### src/rtl/mul_arbiter_if.sv
// ---------------------------------------------------------------------------
// mul_arbiter_if
// Bundles every bus signal of mul_arbiter: the NREQ request channels, the
// multiplier start/fin interface and the tagged response channel.
//
// Modports
//   slave  : the arbiter itself. It serves the requesters, drives the
//            multiplier and produces the response.
//   master : the surrounding system (requesters, multiplier, response sink).
//
// Signals
//   req_valid[NREQ]   request valid per requester
//   req_ready[NREQ]   request accept, one-hot or zero
//   req_a/req_b       packed operands, requester i at [DW*i +: DW]
//   mul_a/mul_b       operands to the multiplier
//   mul_start         one-cycle start pulse
//   mul_fin           multiplier done pulse, mul_o valid with it
//   mul_o             2*DW+1 bit product
//   rsp_valid/ready   response handshake
//   rsp_data          product, 0 on abort
//   rsp_id            id of the requester that issued the job
//   rsp_err           1 = job aborted by the watchdog
//   busy              arbiter is not idle
// ---------------------------------------------------------------------------
interface mul_arbiter_if #(
    parameter int NREQ = 4,
    parameter int IDW  = 2,
    parameter int DW   = 8
) ();
    logic [NREQ-1:0]    req_valid;
    logic [NREQ-1:0]    req_ready;
    logic [DW*NREQ-1:0] req_a;
    logic [DW*NREQ-1:0] req_b;
    logic [DW-1:0]      mul_a;
    logic [DW-1:0]      mul_b;
    logic               mul_start;
    logic               mul_fin;
    logic [2*DW:0]      mul_o;
    logic               rsp_valid;
    logic               rsp_ready;
    logic [2*DW:0]      rsp_data;
    logic [IDW-1:0]     rsp_id;
    logic               rsp_err;
    logic               busy;

    modport slave (
        input  req_valid, req_a, req_b, mul_fin, mul_o, rsp_ready,
        output req_ready, mul_a, mul_b, mul_start, rsp_valid, rsp_data,
               rsp_id, rsp_err, busy
    );

    modport master (
        output req_valid, req_a, req_b, mul_fin, mul_o, rsp_ready,
        input  req_ready, mul_a, mul_b, mul_start, rsp_valid, rsp_data,
               rsp_id, rsp_err, busy
    );
endinterface

### src/rtl/mul_arbiter.sv
// ---------------------------------------------------------------------------
// mul_arbiter
// Shares one sequential DW x DW multiplier between NREQ requesters.
// A round-robin grant is offered in IDLE; the accepted job's operands are
// latched, the multiplier is started with a one-cycle pulse, its fin pulse
// is awaited under a watchdog, and the result (or an error response on
// timeout) is returned on a single valid/ready channel tagged with the id.
//
// Ports
//   ck     clock, all state changes on the rising edge
//   rst_n  asynchronous active-low reset
//   bus    mul_arbiter_if.slave, see the interface file for the signal list
//
// Parameters
//   NREQ     number of requesters (2..8)
//   IDW      requester id width, 2**IDW >= NREQ
//   DW       operand width, result width is 2*DW+1
//   TIMEOUT  cycles allowed in WAIT before the job is aborted (>= 2)
// ---------------------------------------------------------------------------
module mul_arbiter #(
    parameter int NREQ    = 4,
    parameter int IDW     = 2,
    parameter int DW      = 8,
    parameter int TIMEOUT = 64
) (
    input  logic         ck,
    input  logic         rst_n,
    mul_arbiter_if.slave bus
);

    localparam int RW  = 2 * DW + 1;
    localparam int WDW = (TIMEOUT > 2) ? $clog2(TIMEOUT) : 1;

    typedef enum logic [1:0] {
        IDLE  = 2'd0,
        START = 2'd1,
        WAIT  = 2'd2,
        RESP  = 2'd3
    } state_t;

    state_t           state_r;
    logic [IDW-1:0]   rr_ptr_r;
    logic [IDW-1:0]   cur_id_r;
    logic [WDW-1:0]   wdog_r;
    logic [DW-1:0]    mul_a_r;
    logic [DW-1:0]    mul_b_r;
    logic             mul_start_r;
    logic             rsp_valid_r;
    logic [RW-1:0]    rsp_data_r;
    logic [IDW-1:0]   rsp_id_r;
    logic             rsp_err_r;
    logic             busy_r;

    logic [2*NREQ-1:0] dbl_valid_s;
    logic [NREQ-1:0]   rot_valid_s;
    logic              grant_vld_s;
    logic [IDW-1:0]    grant_s;
    logic [IDW-1:0]    next_ptr_s;
    logic [NREQ-1:0]   req_ready_s;
    logic              wdog_done_s;
    int                off_v;
    int                sum_v;

    // Round-robin grant: rotate the valid vector so rr_ptr sits at bit 0,
    // take the lowest set bit, then rotate the offset back to an id.
    always_comb begin
        dbl_valid_s = {bus.req_valid, bus.req_valid} >> rr_ptr_r;
        rot_valid_s = dbl_valid_s[NREQ-1:0];
        grant_vld_s = |bus.req_valid;
        off_v       = 0;
        for (int i = NREQ - 1; i >= 0; i--) begin
            if (rot_valid_s[i]) begin
                off_v = i;
            end else begin
                off_v = off_v;
            end
        end
        sum_v = int'(rr_ptr_r) + off_v;
        if (sum_v >= NREQ) begin
            sum_v = sum_v - NREQ;
        end else begin
            sum_v = sum_v;
        end
        grant_s = IDW'(sum_v);
    end

    // Pointer moves just past the requester that was served last.
    always_comb begin
        if (int'(cur_id_r) >= NREQ - 1) begin
            next_ptr_s = '0;
        end else begin
            next_ptr_s = cur_id_r + {{(IDW-1){1'b0}}, 1'b1};
        end
    end

    // Accept is offered only in IDLE and never while reset is asserted.
    always_comb begin
        req_ready_s = '0;
        if (rst_n && (state_r == IDLE) && grant_vld_s) begin
            req_ready_s[grant_s] = 1'b1;
        end else begin
            req_ready_s = '0;
        end
    end

    // Watchdog reaches its last allowed WAIT cycle.
    always_comb begin
        if (wdog_r == WDW'(TIMEOUT - 1)) begin
            wdog_done_s = 1'b1;
        end else begin
            wdog_done_s = 1'b0;
        end
    end

    // Job sequencer: IDLE -> START -> WAIT -> RESP -> IDLE, outputs registered.
    always_ff @(posedge ck or negedge rst_n) begin
        if (!rst_n) begin
            state_r     <= IDLE;
            rr_ptr_r    <= '0;
            cur_id_r    <= '0;
            wdog_r      <= '0;
            mul_a_r     <= '0;
            mul_b_r     <= '0;
            mul_start_r <= 1'b0;
            rsp_valid_r <= 1'b0;
            rsp_data_r  <= '0;
            rsp_id_r    <= '0;
            rsp_err_r   <= 1'b0;
            busy_r      <= 1'b0;
        end else begin
            case (state_r)
                IDLE: begin
                    // Any valid request implies the granted bit is ready.
                    if (grant_vld_s) begin
                        mul_a_r     <= bus.req_a[int'(grant_s) * DW +: DW];
                        mul_b_r     <= bus.req_b[int'(grant_s) * DW +: DW];
                        cur_id_r    <= grant_s;
                        mul_start_r <= 1'b1;
                        busy_r      <= 1'b1;
                        state_r     <= START;
                    end else begin
                        state_r     <= IDLE;
                    end
                end
                START: begin
                    // mul_fin is deliberately not looked at here.
                    mul_start_r <= 1'b0;
                    wdog_r      <= '0;
                    state_r     <= WAIT;
                end
                WAIT: begin
                    // fin has priority over a coincident timeout.
                    if (bus.mul_fin) begin
                        rsp_data_r  <= bus.mul_o;
                        rsp_id_r    <= cur_id_r;
                        rsp_err_r   <= 1'b0;
                        rsp_valid_r <= 1'b1;
                        state_r     <= RESP;
                    end else if (wdog_done_s) begin
                        rsp_data_r  <= '0;
                        rsp_id_r    <= cur_id_r;
                        rsp_err_r   <= 1'b1;
                        rsp_valid_r <= 1'b1;
                        state_r     <= RESP;
                    end else begin
                        wdog_r      <= wdog_r + {{(WDW-1){1'b0}}, 1'b1};
                    end
                end
                RESP: begin
                    if (bus.rsp_ready) begin
                        rsp_valid_r <= 1'b0;
                        rr_ptr_r    <= next_ptr_s;
                        busy_r      <= 1'b0;
                        state_r     <= IDLE;
                    end else begin
                        state_r     <= RESP;
                    end
                end
                default: begin
                    mul_start_r <= 1'b0;
                    rsp_valid_r <= 1'b0;
                    busy_r      <= 1'b0;
                    state_r     <= IDLE;
                end
            endcase
        end
    end

    assign bus.req_ready = req_ready_s;
    assign bus.mul_a     = mul_a_r;
    assign bus.mul_b     = mul_b_r;
    assign bus.mul_start = mul_start_r;
    assign bus.rsp_valid = rsp_valid_r;
    assign bus.rsp_data  = rsp_data_r;
    assign bus.rsp_id    = rsp_id_r;
    assign bus.rsp_err   = rsp_err_r;
    assign bus.busy      = busy_r;

endmodule

### src/flat_wrapper.sv
// flat-port wrapper written by rule: the top's interface ports become plain ports
module mul_arbiter_flat 
#(
    parameter int NREQ    = 4,
    parameter int IDW     = 2,
    parameter int DW      = 8,
    parameter int TIMEOUT = 64
)
  (ck, rst_n, bus_req_valid, bus_req_a, bus_req_b, bus_mul_fin, bus_mul_o, bus_rsp_ready, bus_req_ready, bus_mul_a, bus_mul_b, bus_mul_start, bus_rsp_valid, bus_rsp_data, bus_rsp_id, bus_rsp_err, bus_busy);
  mul_arbiter_if #(.NREQ(NREQ), .IDW(IDW), .DW(DW)) bus_i ();
  input  logic ck;
  input  logic rst_n;
  input wire logic [$bits(bus_i.req_valid)-1:0] bus_req_valid;
  input wire logic [$bits(bus_i.req_a)-1:0] bus_req_a;
  input wire logic [$bits(bus_i.req_b)-1:0] bus_req_b;
  input wire logic [$bits(bus_i.mul_fin)-1:0] bus_mul_fin;
  input wire logic [$bits(bus_i.mul_o)-1:0] bus_mul_o;
  input wire logic [$bits(bus_i.rsp_ready)-1:0] bus_rsp_ready;
  output wire logic [$bits(bus_i.req_ready)-1:0] bus_req_ready;
  output wire logic [$bits(bus_i.mul_a)-1:0] bus_mul_a;
  output wire logic [$bits(bus_i.mul_b)-1:0] bus_mul_b;
  output wire logic [$bits(bus_i.mul_start)-1:0] bus_mul_start;
  output wire logic [$bits(bus_i.rsp_valid)-1:0] bus_rsp_valid;
  output wire logic [$bits(bus_i.rsp_data)-1:0] bus_rsp_data;
  output wire logic [$bits(bus_i.rsp_id)-1:0] bus_rsp_id;
  output wire logic [$bits(bus_i.rsp_err)-1:0] bus_rsp_err;
  output wire logic [$bits(bus_i.busy)-1:0] bus_busy;
  assign bus_i.req_valid = bus_req_valid;
  assign bus_i.req_a = bus_req_a;
  assign bus_i.req_b = bus_req_b;
  assign bus_i.mul_fin = bus_mul_fin;
  assign bus_i.mul_o = bus_mul_o;
  assign bus_i.rsp_ready = bus_rsp_ready;
  assign bus_req_ready = bus_i.req_ready;
  assign bus_mul_a = bus_i.mul_a;
  assign bus_mul_b = bus_i.mul_b;
  assign bus_mul_start = bus_i.mul_start;
  assign bus_rsp_valid = bus_i.rsp_valid;
  assign bus_rsp_data = bus_i.rsp_data;
  assign bus_rsp_id = bus_i.rsp_id;
  assign bus_rsp_err = bus_i.rsp_err;
  assign bus_busy = bus_i.busy;
  mul_arbiter #(.NREQ(NREQ), .IDW(IDW), .DW(DW), .TIMEOUT(TIMEOUT)) u_core (.ck(ck), .rst_n(rst_n), .bus(bus_i));
endmodule
### config.mk
export PLATFORM = sky130hd
export DESIGN_NAME = mul_arbiter_flat
export DESIGN_NICKNAME = d
export VERILOG_FILES = /design/src/rtl/mul_arbiter_if.sv /design/src/rtl/mul_arbiter.sv /design/src/flat_wrapper.sv
export SDC_FILE = /design/constraint.sdc
export NUM_CORES = 1
export LEC_CHECK = 0
export ABC_AREA = 1
export BUFFER_PORTS_ARGS = -buffer_cell sky130_fd_sc_hd__buf_2
export CORE_MARGIN = 2
export CORE_UTILIZATION = 52
export CTS_BUF_LIST = sky130_fd_sc_hd__clkbuf_8
export CTS_CLUSTER_SIZE = 40
export DETAILED_ROUTE_END_ITERATION = 6
export PLACE_DENSITY = 0.88
export SYNTH_ARGS = -nofsm -noshare
export SYNTH_HDL_FRONTEND = slang
export SYNTH_SLANG_ARGS = --single-unit
### constraint.sdc
create_clock -name ck -period 4.3 [get_ports ck]
set_input_delay 0 -clock ck [delete_from_list [all_inputs] [get_ports ck]]
set_output_delay 0 -clock ck [all_outputs]
set_load 0.005 [all_outputs]
Yosys cells after proc, flatten, opt, wreduce, memory -nomap -nowiden
Cells that the tools add are included.
{ "word_totals": {"reg_bits": 51, "input_bits": 89, "out_inout_bits": 43, "wordCells": 79} }
{ "classes": {"n_addsub": 4, "magnitude_cmp": 4, "n_eq_ne": 9, "shift": 3, "muxes": 30, "reduce_logical": 17} }
{ "op_table": {"columns": ["cell", "n"], "rows": [
  ["$mux W32", 2],
  ["$shiftx A32 B6 Y8", 2],
  ["$mux W17", 2],
  ["$add A3 B32 Y32", 1],
  ["$ge A32 B4 Y1 const B", 1],
  ["$mux W2", 9],
  ["$mux W6", 2],
  ["$pmux W6 S2", 1],
  ["$reduce_bool A2 Y1", 5],
  ["$reduce_and A3 Y1", 3],
  ["$mux W1", 8],
  ["$pmux W2 S4", 1],
  ["$reduce_and A2 Y1", 4],
  ["$shr A8 B2 Y4", 1],
  ["$add A6 B1 Y6 const B", 1],
  ["$eq A6 B6 Y1 const B", 1],
  ["$ne A2 B2 Y1 const B", 3],
  ["$pmux W1 S2", 3],
  ["$eq A2 B2 Y1 const B", 2],
  ["$mux W4", 1],
  ["$reduce_or A4 Y1", 1],
  ["$logic_and A1 B1 Y1", 3],
  ["$lt A2 B3 Y1 const B", 1],
  ["$ne A3 B2 Y1 const B", 1],
  ["8 further kinds", 8]
]} }

Longest topological paths before layout
Gate-level depths: netlist of the first run.
{ "depth": {"ltp_word": 13, "depth_mapped": 15, "ltp_nobuf": 14} }

Worst setup path before layout of the first run
Ideal clock, no wire load.
{ "synth_path": {"kind": "register -> register", "start": "register u_core.rr_ptr_r[0]", "end": "register u_core.mul_b_r[1] (netlist: u_core.bus.mul_b[1])", "setup_time_ns": 0.117, "arrival_ns": 2.054, "t_required_ns": 4.183, "setup_slack_ns": 2.128, "stages_incl_launch_ff": 14, "n_path_buf": 2, "period_less_slack_ns": 2.172, "cell_sequence": "dfrtp_1 inv_2 nand2_1 nand3_1 nand2_1 nand3_1 a21boi_0 ha_1 buf_4 buf_1 mux2i_1 nand2_1 nand3_1 nand2_1"} }
{ "synth_lines": {"columns": ["element", "line_no", "text"], "rows": [
  ["from (decl)", "mul_arbiter.sv:42", "logic [IDW-1:0] rr_ptr_r;"],
  ["from (signal assigned)", "mul_arbiter.sv:172", "rr_ptr_r <= next_ptr_s;"],
  ["to (signal assigned)", "mul_arbiter.sv:136", "mul_b_r <= bus.req_b[int'(grant_s) * DW +: DW];"],
  ["to (decl)", "mul_arbiter.sv:46", "logic [DW-1:0] mul_b_r;"]
]} }

==> summary.md, run 1 <==
| Metric | Value |
|---|---|
| Final Hold Vio Count | 0 |
| Rows | 26 |
| EDFF count, synth | 0 |
| Layout cells sized above 1 | 0.352 |
| Worst VDD drop | 562 uV |
| Critical Path RT | 4.30 ns |
| RSZ-0062 raised after global routing | false |
| Cell Chain, Critical Path | inv_2, nand2_1, nand3_1, nand2_1, nand3_1, a21boi_0, ha_2, inv_1, nor3_2, buf_2 |
| Maximum clock insertion buffer count | 2 |
| Placed Cells | 499 |
| Placeable Area | 5110 sq um |
| Primary FF master, synth | dfrtp_1 |
| Final GP Congestion | 0.769 |
| Wirelength per Cell | 14.0 um |
| Final wirelength | 7340 um |
| Die width | 76.9 um |
| Starting density of the core | 0.541 |
| Synth warn | 0 |
| Most common cell in the netlist | nand2_1 |
| Die Y | 76.9 um |
| Vias in the first global route | 2777 |
| Synth cell count leaders | nand2_1, dfrtp_1, nand3_1 |
| TritonCTS clock tree | done |
| CP endpoint kind | output pin |
| Dpl hpwl | 5100 um |
| Overflow after GRT | 0 |
| Unique masters post-synth | 31 |
| HP Start | bus_req_b[22] |
| Largest net degree at the start of global routing | 53 |
| Worst Reg-to-Reg Cells | 11 |
| Drt first-iter violations | 75 |
| Actual slew at the worst max-slew pin | 0.988 ns |
| Filler instances | 411 |
| CTS H-tree depth | 2 |
| Dpl cell area | 3440 sq um |
| Drt pass-1 iters | 4 |
| Initial antenna violation count | 0 |
| Post-synth top area share | 0.462 |
| Final nets | 547 |
| Ant diodes | 0 |
| Total DRC errors in the routed layout | 0 |
| Worst hold path type | input port to flop |
| Die area | 5910 sq um |
| WHS | 0.0231 ns |
| Mapped Cells | 310 |
| R2R Path End | u_core.bus.mul_a[5] |
| Final setup fails | 0 |
| Fmax | 0.348 GHz |
| Fin cells | 525 |
| DRT antenna net count | 0 |
| Slew Limit Fails | 0 |
| Largest stage delay, worst path | 0.99 ns |
| Relative max-transition margin | 0.341 |
| TritonCTS Sinks | 51 |
| First-pass GRT wire length | 12700 um |
| Worst-path maximum fanout | 36 |
| Leak Pwr | 2.07 nW |
| Synthesis-stage register bit count | 51 |
| Final Cell Area | 3740 sq um |
| Area growth, synth to finish | 35.2% |
| Clk_lat worst skew | 0.30 ns |
| Post-CTS Setup Repair Bufs | 0 |
| WHS Endpoint | u_core.bus.mul_b[6] |
| Root Buffer | clkbuf_8 |
| Worst r2r src | u_core.rr_ptr_r[0] |
| MaxCap Viol Count | 0 |
| Yosys top cell by area | dfrtp_1 |
| Fin crit period | 2.87 ns |
| Drt via density | 5.24 |
| Pwr/cell area | 794 nW/um^2 |
| Final core occ | 0.732 |
| I/O Pins | 132 |
| Crit share post-route | 0.668 |
| Clock skew | 0.00641 ns |
| Setup CP Type | flop to output pin |
| Synthesized area | 2760 sq um |
| CTS Buf Count | 5 |
| PortBufs | 131 |
| Seq/Total Area, Yosys | 0.462 |
| Gr usage total | 0.264 |
| Asr flop ratio synth | 1.00 |
| Post-synthesis area per instance | 8.92 sq um |
| Net Count, Synth | 402 |
| Flop-to-flop setup slack | 1.71 ns |
| Worst Path Arrival | 2.87 ns |
| Slowest cell on the critical path | ha_2 |
| Reg clk slew, reported paths | 0.09 ns |
| Top cells by area, synth | dfrtp_1, mux2i_1, nand2_1, nand3_1, a22o_1 |
| Status | finished clean |
| Final TNS setup | 0 ns |
| Via Count | 2752 |
| Cell depth of the worst hold path | 5 |
| Startpoint type of the worst setup path | flop |
cell families (layout without fill, tap and decap cells):
kind of cell	after synthesis	in the layout	synth area share
DFF	51	51	0.462
buffers and inverters	36	181	0.0611
and+or+nand+nor	153	153	0.252
xor gates and xnor gates	3	3	0.0122
AOI/OAI and AO/OA	32	32	0.0837
adders and majority gates	3	3	0.0136
muxes	32	32	0.116
cells in the final DEF, fill, tap and decap left out:
cell and instances:
o21ai_1 3, o22ai_1 2, nand3_1 45, buf_4 2
o31ai_1 1, clkbuf_8 5, nand2_2 3, clkinvlp_4 1
a21oi_1 4, nand2_4 1, nor4_1 1, nor2_2 2
xor2_1 2, a21boi_0 1, dlygate4sd3_1 19, o21ai_0 4
nand3_4 1, nor3_1 1, xor2_2 1, ha_1 2
nand2_1 82, inv_2 6, bufinv_16 1, inv_1 16
mux2i_1 32, or2_2 1, nor3_2 4, dfrtp_1 51
nor2_1 11, ha_2 1, a22o_1 17, nand4_1 1
buf_2 131
cell type report:
| class | instances | area (sq um) | area share |
|---|---|---|---|
| Multi-Input combinational cell | 223 | 1320 | 0.354 |
| Sequential cell | 51 | 1280 | 0.341 |
| Inverter | 22 | 82.6 | 0.0221 |
| Tap cell | 70 | 87.6 | 0.0234 |
| Clock inverter | 2 | 37.5 | 0.0100 |
| Timing Repair Buffer | 152 | 861 | 0.230 |
| Clock buffer | 5 | 68.8 | 0.0184 |
repair_timing:
| item | CTS | global route |
|---|---|---|
| endpoints found under the hold margin | 69 | 0 |
| gates resized for setup | 0 | 0 |
| hold buffers | 19 | 0 |
sequential cells by signal, summed over array words and instances (netlist names):
name                  flops
u_core.bus.rsp_data      17
u_core.bus.mul_a          8
u_core.bus.mul_b          8
u_core.wdog_r             6
u_core.bus.rsp_id         2
u_core.cur_id_r           2
u_core.rr_ptr_r           2
u_core.state_r            2
u_core.bus.busy           1
u_core.bus.mul_start      1
u_core.bus.rsp_err        1
u_core.bus.rsp_valid      1
power by group:
part	total, mW	leakage (nW)	internal, mW	switching [mW]
combinational	1.79	1.39	0.762	1.03
sequential	0.853	0.633	0.701	0.152
clock	0.322	0.0502	0.170	0.152
worst max path at each step:
stage | startpoint | end | slack [ns] | cells past startpoint
2_1_floorplan | u_core.rr_ptr_r[0] | u_core.bus.mul_b[1] | 2.13 | 13
3_3_place_gp | u_core.rr_ptr_r[0] | u_core.bus.mul_b[5] | 1.82 | 11
3_5_place_dp | u_core.rr_ptr_r[0] | u_core.bus.mul_a[5] | 1.68 | 11
4_1_cts | u_core.rr_ptr_r[0] | bus_req_ready[1] | 1.41 | 10
5_1_grt | u_core.rr_ptr_r[1] | bus_req_ready[1] | 1.20 | 9
6_report | u_core.rr_ptr_r[0] | bus_req_ready[1] | 1.43 | 10
worst max-delay path: cells and delay by family, from the launching register on:
kind / cells / cell delay [ns]
adders and majority gates: 1 / 0.99
and+or+nand+nor: 5 / 0.54
DFF: 1 / 0.47
buffers and inverters: 3 / 0.46
AOI/OAI and AO/OA: 1 / 0.08
per-layer routing:
layer	share of wire	GRT usage	wire length, um
met5	0	0	0
met3	0.056	0.0482	413
met4	0.016	0.0818	114
met1	0.41	0.319	3000
met2	0.52	0.475	3810
per-stage QoR:
stage          setup WS [ns]  power, mW
6_report                1.43       2.97
5_1_grt                 1.20       3.24
4_1_cts                 1.41       2.98
3_5_place_dp            1.68       2.63
3_3_place_gp            1.82       2.56
2_1_floorplan           2.13       2.21
Note: power is estimated with default switching activity, not from simulation.
==> inputs of run 2 (changes only) <==
Settings changed: CORE_UTILIZATION 52 to 43, PLACE_DENSITY 0.88 to 0.78.
Clock period 4.3 ns to 2.5 ns, I/O delays scaled along.
==> run 2 against run 1 <==
Die area up 20%. Final cell count grew 2.5%. Sequential power rose by 70%. Largest cell class unchanged.
==> summary.md, run 2 (same netlist as run 1, synthesis figures left out) <==
| Metric | Value |
|---|---|
| Fmax | 0.434 GHz |
| Worst Path Arrival | 2.31 ns (was 2.87 ns) |
| Flip-flop count of the largest register after layout | 17 (unchanged) |
| Die width | 84.2 um (was 76.9 um) |
| Die area | 7080 sq um (was 5910 sq um) |
| Cell depth of the worst hold path | 5 (unchanged) |
| Worst VDD drop | 1210 uV (was 562 uV) |
| Initial antenna violation count | 0 (unchanged) |
| CTS Buf Count | 5 (unchanged) |
| TritonCTS clock tree | done (unchanged) |
| Critical Path RT | 2.50 ns (was 4.30 ns) |
| Via Count | 2738 (was 2752) |
| Final setup fails | 0 (unchanged) |
| RSZ-0062 raised after global routing | false (unchanged) |
| Fin crit period | 2.31 ns |
| Drt first-iter violations | 98 (was 75) |
| Final TNS setup | 0 ns (unchanged) |
| Total DRC errors in the routed layout | 0 (unchanged) |
| PortBufs | 131 (unchanged) |
| Die Y | 84.2 um (was 76.9 um) |
| Final Power | 5.42 mW (was 2.97 mW) |
| Layout cells sized above 1 | 0.364 (was 0.352) |
| Setup CP Type | flop to output pin (unchanged) |
| Placeable Area | 6280 sq um (was 5110 sq um) |
| Overflow after GRT | 0 (unchanged) |
| Multi-input combinational cell area | 1360 sq um (was 1320 sq um) |
| WHS | 0.0263 ns (was 0.0231 ns) |
| Filler instances | 562 (was 411) |
| Clk_lat worst skew | 0.30 ns (about the same) |
| Worst hold path type | input port to flop (unchanged) |
| Final nets | 552 (was 547) |
| Vias in the first global route | 2715 (was 2777) |
| Largest net degree at the start of global routing | 37 (was 53) |
| CP endpoint kind | output pin (unchanged) |
| Clock skew | 0.00600 ns (was 0.00641 ns) |
| Leak Pwr | 2.12 nW (was 2.07 nW) |
| Drt via density | 5.09 (was 5.24) |
| Crit share post-route | 0.922 |
| Reg clk slew, reported paths | 0.09 ns (about the same) |
| Worst Reg-to-Reg Cells | 13 (was 11) |
| TritonCTS Sinks | 51 (unchanged) |
| Final Hold Vio Count | 0 (unchanged) |
| Most frequent cells in the layout | buf_2, nand2_1, dfrtp_1, nand3_1, mux2i_1 (unchanged) |
| Dpl hpwl | 5320 um (was 5100 um) |
| First-pass GRT wire length | 12300 um (was 12700 um) |
| Final Cell Area | 3860 sq um (was 3740 sq um) |
| Rows | 29 (was 26) |
| Worst-path maximum fanout | 20 (was 36) |
| Ant diodes | 0 (unchanged) |
| Commonest non-fill, non-tap cell in the layout | buf_2 (unchanged) |
| Relative max-transition margin | 0.522 (was 0.341) |
| Drt pass-1 iters | 6 (was 4) |
| Storage element area | 1280 sq um (about the same) |
| Final wirelength | 7290 um (was 7340 um) |
| Starting density of the core | 0.440 (was 0.541) |
| Actual slew at the worst max-slew pin | 0.716 ns (was 0.988 ns) |
| Pwr/cell area | 1400 nW/um^2 (was 794 nW/um^2) |
| DRT antenna net count | 0 (unchanged) |
| Wirelength per Cell | 13.6 um (was 14.0 um) |
| Gr usage total | 0.211 (was 0.264) |
| Final GP Congestion | 0.752 (was 0.769) |
| Area growth, synth to finish | 39.7% (was 35.2%) |
| Root Buffer | clkbuf_8 (unchanged) |
| Slew Limit Fails | 0 (unchanged) |
| CTS H-tree depth | 2 (unchanged) |
| MaxCap Viol Count | 0 (unchanged) |
| I/O Pins | 132 (unchanged) |
| Maximum clock insertion buffer count | 2 (unchanged) |
| Startpoint type of the worst setup path | flop (unchanged) |
| Dpl cell area | 3480 sq um (was 3440 sq um) |
| Status | finished clean (unchanged) |
| Final core occ | 0.615 (was 0.732) |
## run 2: cell types whose count changed in the layout (fill, tap and decap cells not counted), sizes merged
cell and change:
bufinv +1, buf +5
## run 2: stage by stage
| stage | std cells | worst slack (ns) |
|---|---|---|
| floorplan | 310 | 0.328 |
| global placement | 509 | 0.337 |
| finish | 538 | 0.195 |
| CTS | 536 | 0.00647 |
| detailed placement | 509 | 0.204 |
| global route | 538 | 0.0516 |
## run 2: critical path, stage by stage (launching register included)
cell and delay (ns):
dfrtp_2 0.46, nand2_1 0.12, nand3_1 0.09, nand2_1 0.10
nand3_1 0.07, a21boi_1 0.14, ha_2 0.24, xor2_4 0.20
inv_2 0.07, nand3_4 0.11, nand2_8 0.12, nor3_4 0.14
buf_2 0.14
## run 2: final cells by class
class | instances | share of cell area
clock inverters | 3 | 0.0175
well taps | 77 | 0.0250
inverters | 22 | 0.0214
flip-flops and latches | 51 | 0.331
repair buffers | 157 | 0.236
clock buffers | 5 | 0.0178
multi-input cells | 223 | 0.351
## run 2: power breakdown
group | total (mW) | switching (mW) | internal [mW]
Combinational | 3.29 | 1.85 | 1.44
Clock | 0.682 | 0.283 | 0.399
Sequential | 1.45 | 0.246 | 1.21
## run 2: worst paths after layout
| path | from | endpoint | slack [ns] |
|---|---|---|---|
| min | bus_req_a[21] | u_core.bus.mul_a[5] | 0.03 |
| max | u_core.rr_ptr_r[0] | bus_req_ready[1] | 0.19 |
| min in group asynchronous | rst_n | u_core.wdog_r[2] | 0.21 |
| max in group asynchronous | rst_n | u_core.rr_ptr_r[0] | 1.48 |
| min reg2reg | u_core.bus.mul_b[3] | u_core.bus.mul_b[3] | 0.49 |
| max reg2reg | u_core.rr_ptr_r[0] | u_core.bus.mul_b[5] | 0.31 |
## run 2: timing repair
action / 4_1_cts / 5_1_grt
hold buffers: 19 / 0
pin swaps: 0 / 1
gates resized for setup: 1 / 6
setup endpoints to repair: 4 / 4
endpoints found under the hold margin: 42 / 0
buffers inserted: 0 / 2
## run 2: metal layers
layer,vias up,GRT usage,wire [um]
met5,-,0,0
met4,0,0.0674,158
met3,14,0.0354,435
met2,125,0.387,3730
met1,1259,0.252,2970
li1,1340,-,-
